**src/rtl/match_window_counter_pkg.sv**
```systemverilog
// Shared state encoding and default sizing for the match window counter.
package match_pkg;

  typedef enum logic [1:0] {
    IDLE   = 2'd0,
    COUNT  = 2'd1,
    REPORT = 2'd2
  } state_t;

  localparam int WIN_LEN_DEF = 16;
  localparam int CNT_W_DEF   = 8;
  localparam int THRESH_DEF  = 3;

endpackage

```
**src/rtl/match_window_counter_hit_accum.sv**
```systemverilog
// Hit accumulator: clearable CNT_W-bit counter; saturates when MATCH_CNT_SAT_EN is defined, else wraps.
// count_nxt exposes the value being loaded so the parent can judge the final hit of a window.
module hit_accum #(
  parameter int CNT_W = 8
) (
  input  logic             clk,
  input  logic             rst_n,
  input  logic             clr,
  input  logic             inc,
  output logic [CNT_W-1:0] count,
  output logic [CNT_W-1:0] count_nxt
);

  always_comb begin
    count_nxt = count;
    if (clr) begin
      count_nxt = '0;
    end else if (inc) begin
`ifdef MATCH_CNT_SAT_EN
      if (count != '1) begin
        count_nxt = count + 1'b1;
      end
`else
      count_nxt = count + 1'b1;
`endif
    end
  end

  always_ff @(posedge clk or negedge rst_n) begin
    if (!rst_n) begin
      count <= '0;
    end else begin
      count <= count_nxt;
    end
  end

endmodule

```
**src/rtl/match_window_counter.sv**
```systemverilog
// Counts detector match pulses over a WIN_LEN-cycle window, then holds count/alarm until ack.
// Start-to-done latency WIN_LEN cycles; overflow mode chosen by MATCH_CNT_SAT_EN (see hit_accum).
module match_window_counter
  import match_pkg::*;
#(
  parameter int WIN_LEN = WIN_LEN_DEF,
  parameter int CNT_W   = CNT_W_DEF,
  parameter int THRESH  = THRESH_DEF
) (
  input  logic             clk,
  input  logic             rst_n,
  input  logic             start,
  input  logic             hit,
  input  logic             ack,
  output logic             busy,
  output logic             done,
  output logic [CNT_W-1:0] count,
  output logic             alarm
);

  localparam int               TMR_W    = $clog2(WIN_LEN);
  localparam logic [TMR_W-1:0] TMR_LAST = TMR_W'(WIN_LEN - 1);
  localparam logic [CNT_W-1:0] THR      = CNT_W'(THRESH);

  state_t           state, state_nxt;
  logic [TMR_W-1:0] timer;
  logic             cnt_clr, cnt_inc, alarm_ld, alarm_clr;
  logic [CNT_W-1:0] cnt_nxt;

  hit_accum #(.CNT_W(CNT_W)) u_accum (
    .clk       (clk),
    .rst_n     (rst_n),
    .clr       (cnt_clr),
    .inc       (cnt_inc),
    .count     (count),
    .count_nxt (cnt_nxt)
  );

  always_comb begin
    state_nxt = state;
    cnt_clr   = 1'b0;
    cnt_inc   = 1'b0;
    alarm_ld  = 1'b0;
    alarm_clr = 1'b0;
    case (state)
      IDLE: begin
        if (start) begin
          state_nxt = COUNT;
          cnt_clr   = 1'b1;
        end
      end
      COUNT: begin
        cnt_inc = hit;
        if (timer == TMR_LAST) begin
          state_nxt = REPORT;
          alarm_ld  = 1'b1;
        end
      end
      REPORT: begin
        if (ack) begin
          alarm_clr = 1'b1;
          if (start) begin
            state_nxt = COUNT;
            cnt_clr   = 1'b1;
          end else begin
            state_nxt = IDLE;
          end
        end
      end
      default: state_nxt = IDLE;
    endcase
  end

  // busy/done are flopped from the next state so they line up with the state register.
  always_ff @(posedge clk or negedge rst_n) begin
    if (!rst_n) begin
      state <= IDLE;
      busy  <= 1'b0;
      done  <= 1'b0;
      timer <= '0;
      alarm <= 1'b0;
    end else begin
      state <= state_nxt;
      busy  <= (state_nxt == COUNT);
      done  <= (state_nxt == REPORT);
      if (cnt_clr) begin
        timer <= '0;
      end else if (state == COUNT) begin
        timer <= timer + TMR_W'(1);
      end
      if (alarm_clr) begin
        alarm <= 1'b0;
      end else if (alarm_ld) begin
        alarm <= (cnt_nxt >= THR);
      end
    end
  end

endmodule

```
**config.mk**
```make
export PLATFORM = sky130hd
export DESIGN_NAME = match_window_counter
export DESIGN_NICKNAME = d
export VERILOG_FILES = /design/src/rtl/match_window_counter_pkg.sv /design/src/rtl/match_window_counter_hit_accum.sv /design/src/rtl/match_window_counter.sv
export SDC_FILE = /design/constraint.sdc
export NUM_CORES = 1
export LEC_CHECK = 0
export ABC_CLOCK_PERIOD_IN_PS = 5100
export CAP_MARGIN = 20
export CORE_MARGIN = 1
export CORE_UTILIZATION = 60
export CTS_CLUSTER_DIAMETER = 100
export DETAILED_ROUTE_END_ITERATION = 10
export DONT_BUFFER_PORTS = 1
export MAX_ROUTING_LAYER = met4
export PLACE_DENSITY = 0.86
export SYNTH_ARGS = -nofsm -noshare
export SYNTH_HDL_FRONTEND = slang
export SYNTH_SLANG_ARGS = --single-unit
```
**constraint.sdc**
```tcl
create_clock -name clk -period 5.1 [get_ports clk]
set_input_delay 1.02 -clock clk [delete_from_list [all_inputs] [get_ports clk]]
set_output_delay 1.02 -clock clk [all_outputs]
set_load 0.1 [all_outputs]
```
## Yosys cells after proc, flatten, opt, wreduce, memory -nomap -nowiden

Index checks and enable logic that the tools add are counted.
W data, S select, Z words.

- Register bits after elaboration: 17
- Input port bits: 5
- Output and inout port bits: 11
- Logic and storage cells: 36

- Mux-type cells: 19
- Add/subtract/negate cells: 2
- Equal/unequal tests: 5
- Reductions and logical operators: 3
- Magnitude comparators: 1

Operators by type and width:

| operator | count |
|---|---|
| $mux W8 | 2 |
| $mux W1 | 10 |
| $add A8 B1 Y8 const B | 1 |
| $ge A8 B2 Y1 const B | 1 |
| $mux W4 | 2 |
| $mux W2 | 3 |
| $pmux W2 S3 | 1 |
| $add A4 B1 Y4 const B | 1 |
| $eq A2 B1 Y1 const B | 2 |
| $eq A2 B2 Y1 const B | 2 |
| $eq A4 B4 Y1 const B | 1 |
| $reduce_bool A2 Y1 | 2 |
| $logic_not A2 Y1 | 1 |
| $pmux W1 S2 | 1 |

## Depth between registers and ports, before layout

- Word-level depth: 7
- Depth in mapped cells: 6
- Mapped depth without buffers: 6

## By module

A second synthesis with hierarchy kept.

- Cells, all modules: 77
- Area total of the unflattened synthesis: 840.8 um2

Modules (own cells, without submodules):

| module | cells an instance | area an instance (um2) | times used | sequential area each (um2) |
|---|---|---|---|---|
| match_window_counter | 40 | 461.7 | 1 | 225.2 |
| hit_accum | 37 | 379.1 | 1 | 200.2 |

## Worst setup path before layout

No wires, ideal clock.

- Path kind: flip-flop to flip-flop
- Start: reg u_accum.count[0]
- End: reg alarm
- Data arrival time: 2.204 ns
- Stages on the path, launching flop included: 7
- Buffers on the path: 0
- Slack: 2.777 ns
- Library setup time: 0.119 ns
- Data required time: 4.981 ns
- Path through: dfrtp_1 -> ha_1 -> nand2_1 -> or4_1 -> o31ai_1 -> a21oi_1 -> o21a_1

- Longest elaborated chain between the ends: 6

RTL lines:

| what | line | text |
|---|---|---|
| start: declaration | match_window_counter_hit_accum.sv:10 | `output logic [CNT_W-1:0] count,` |
| start signal: assignment | match_window_counter_hit_accum.sv:33 | `count <= count_nxt;` |
| $add A8 B1 Y8 | match_window_counter_hit_accum.sv:24 | `count_nxt = count + 1'b1;` |
| $mux W8 * | match_window_counter_hit_accum.sv:18 | `end else if (inc) begin` |
| $mux W8 * | match_window_counter_hit_accum.sv:16 | `if (clr) begin` |
| $ge A8 B2 Y1 * | match_window_counter.sv:94 | `alarm <= (cnt_nxt >= THR);` |
| $mux W1 * | match_window_counter.sv:93 | `end else if (alarm_ld) begin` |
| $mux W1 * | match_window_counter.sv:91 | `if (alarm_clr) begin` |
| end signal: assignment | match_window_counter.sv:94 |  |
| end: declaration | match_window_counter.sv:18 | `output logic alarm` |

Every way passes the cells marked *; elsewhere a longest branch is shown, timed or not. The select of a mux whose other input is x is not followed.
A chain may end at the register's enable or synchronous reset.

## Worst setup path in the final report

Same ends and word-level chain as after synthesis.

==> metrics.md <==
| Metric | Value |
|---|---|
| Status | finished, final reports clean |
| Crit path max-delay family | flip-flops |
| Root Driver | clkbuf_4 |
| Fin Setup TNS | 0 ns |
| Peak VDD IR | 0.290 mV |
| Initial antenna violation count | 0 |
| Worst EP arrival | 2.62 ns |
| Critical Path RT | 5.28 ns |
| Crit-path max cell delay | 1.04 ns |
| # setup viols final | 0 |
| Crit-path cells | ha_1, nand2_1, or4_1, o31ai_1, a21oi_1, o21a_1 |
| Sw Pwr | 0.000304 W |
| Final Non-Filler Cells | 108 |
| RSZ-0062 raised after global routing | false |
| Initial drt markers | 6 |
| # DRC | 0 |
| Sequential power share | 0.638 |
| Initial Utilization | 0.666 |
| Power share of the combinational group | 0.242 |
| Routed len/inst | 14.4 um |
| Final #Nets | 101 |
| Global-route wire length before repair | 2440 um |
| Total power per unit cell area | 611 nW/um^2 |
| Worst-skew pair later-pin latency | 0.28 ns |
| Gr usage total | 0.239 |
| Layout cells sized above 1 | 0.0968 |
| Internal Power | 0.000266 W |
| Vias/cell | 5.98 |
| TritonRoute pass-1 iters | 4 |
| Largest net degree at the start of global routing | 18 |
| Routed Antenna Nets | 0 |
| HPWL Detailed | 1180 um |
| CTS Buffer Depth | 2 |
| Final min period | 2.43 ns |
| Die Wd | 40.5 um |
| I/O Buffers | 0 |
| Slew HR | 0.261 |
| CTS sink count | 17 |
| Yosys warnings | 0 |
| Post-Syn Instances | 90 |
| Post-synth net total | 97 |
| Diode count | 0 |
| Fin. max-slew vios | 0 |
| TritonCTS Buffers | 3 |
| Max FO, Critical Path | 7 |
| Commonest non-fill, non-tap cell in the layout | dfrtp_1 |
| Synthesized area | 888 um^2 |
| H-tree Lvls | 1 |
| Total gr overflow | 0 |
| WP buf/inv | 0 |
| Die height | 40.5 um |
| Seq cells post-synth | 17 |
| GPL Wtd Cong | 0.739 |
| Core Footprint | 1330 um^2 |
| Max-Cap Viols | 0 |
| Sequential share of the synthesized area | 0.479 |
| I/O pin cnt | 16 |
| CP Capture Type | flip-flop |
| Max Clock Freq | 411 MHz |
| Post-cts gate resize count | 0 |
| TritonCTS clock tree | done |
| Fin crit share | 0.477 |
| Clock transition at path regs | 0.09 ns |
| Final hold vios | 0 |
| Slowest cell on the critical path | dfrtp_1 |
| Clock Power Share | 0.120 |
| Die ar. | 1640 um^2 |
| Hold crit path type | input port to async pin |
| DR vias | 646 |
| Count of cell types in the netlist | 30 |
| Vias in the first global route | 576 |
| Commonest cells after routing, fill and taps aside | dfrtp_1 (17), nor2_1 (12), nand2_1 (11), xor2_1 (7) |
| Crit path launch type | flip-flop |
| Avg Cell Area, Syn | 9.87 um^2 |
| Critical path class | flip-flop to flip-flop |
| Core Rows | 13 |
| Drt total wl | 1550 um |
| Hold Buf Count CTS | 0 |
| Synth-to-Final Area Change | 4.93% |
| Sw Share | 0.533 |
| Post-CTS Setup Bufs | 0 |
| Layout Skew | 0.00292 ns |
| Worst slew pin tran | 1.11 ns |
| Pleak | 0.425 nW |
| Placed cell count | 104 |
-- flip-flops by register name (all words and copies together), names as in the netlist --
name / cells
done: 1
alarm: 1
busy: 1
timer: 4
state: 2
u_accum.count: 8
-- logic make-up after synthesis --
family,share of synthesized area
xor gates and xnor gates,0.108
buffers and inverters,0.0310
DFF,0.479
muxes,0.0113
AOI/OAI and AO/OA,0.120
adders and majority gates,0.0282
and+or+nand+nor,0.223
-- synthesized netlist by cell type --
library cell	count	area share
dfrtp_1	17	0.48
nor2_1	12	0.051
nand2_1	11	0.046
xor2_1	7	0.069
inv_1	5	0.021
nand3_1	5	0.028
xnor2_1	4	0.039
nor3_1	3	0.017
a21oi_1	2	0.011
ha_1	2	0.028
o21bai_1	2	0.017
o31ai_1	2	0.017
a211o_1	1	0.0099
a211oi_1	1	0.0085
a21o_2	1	0.0099
a21oi_2	1	0.0099
a31o_2	1	0.0099
and2_1	1	0.0070
and4b_1	1	0.011
buf_2	1	0.0056
clkbuf_1	1	0.0042
mux2i_1	1	0.011
nand4_1	1	0.0070
nand4b_4	1	0.027
nor2b_1	1	0.0070
o211ai_1	1	0.0085
o21a_1	1	0.0085
o22a_1	1	0.0099
or4_1	1	0.0085
or4_4	1	0.013
-- stage by stage --
stage	utilization	area, um^2	hold WS (ns)	worst slack, ns	power (W)
floorplan	-	888	0.504	2.78	0.000473
global placement	0.679	906	0.523	2.74	0.000495
detailed placement	0.679	906	0.548	2.67	0.000506
CTS	0.699	932	0.407	2.67	0.000576
global route	0.699	932	0.389	2.55	0.000608
finish	0.699	932	0.417	2.67	0.000570
-- layout make-up --
class	count	area, um^2
clock buffer	4	26.3
multi-input combinational	66	435
fill	107	402
tap	15	18.8
timing repair buffer	1	7.51
sequential	17	425
inverter	5	18.8
-- power by group through the flow --
stage          clock network (W)  registers [W]  logic [W]
2_1_floorplan                  0       0.000356   0.000117
3_3_place_gp                   0       0.000364   0.000132
3_5_place_dp                   0       0.000366   0.000139
4_1_cts                0.0000728       0.000363   0.000140
5_1_grt                0.0000787       0.000370   0.000160
6_report               0.0000686       0.000363   0.000138
-- worst paths after layout --
kind                       slack, ns        startpoint          endpoint  depth (start not counted)
max in group asynchronous       4.61             rst_n  u_accum.count[6]                          0
min                             0.42             rst_n  u_accum.count[7]                          0
min reg2reg                     0.56          timer[3]          timer[3]                          2
max                             2.67  u_accum.count[0]             alarm                          6
min in group clk                0.56          timer[3]          timer[3]                          2
max reg2reg                     2.67  u_accum.count[0]             alarm                          6
-- metal layers --
metal  part of all wire  GRT usage  vias to the layer above
li1                   -          -                      313
met1               0.45      0.306                      310
met2               0.49      0.353                       19
met3              0.041     0.0500                        4
met4              0.017      0.125                        0
met5                  0          -                        -
-- worst reg2reg max path: cells and delay by family (launching register included) --
kind | cells | cell delay, ns
adders and majority gates | 1 | 0.33
DFF | 1 | 1.04
AOI/OAI and AO/OA | 3 | 0.39
and+or+nand+nor | 2 | 0.59
(Power assumes the default switching activity.)
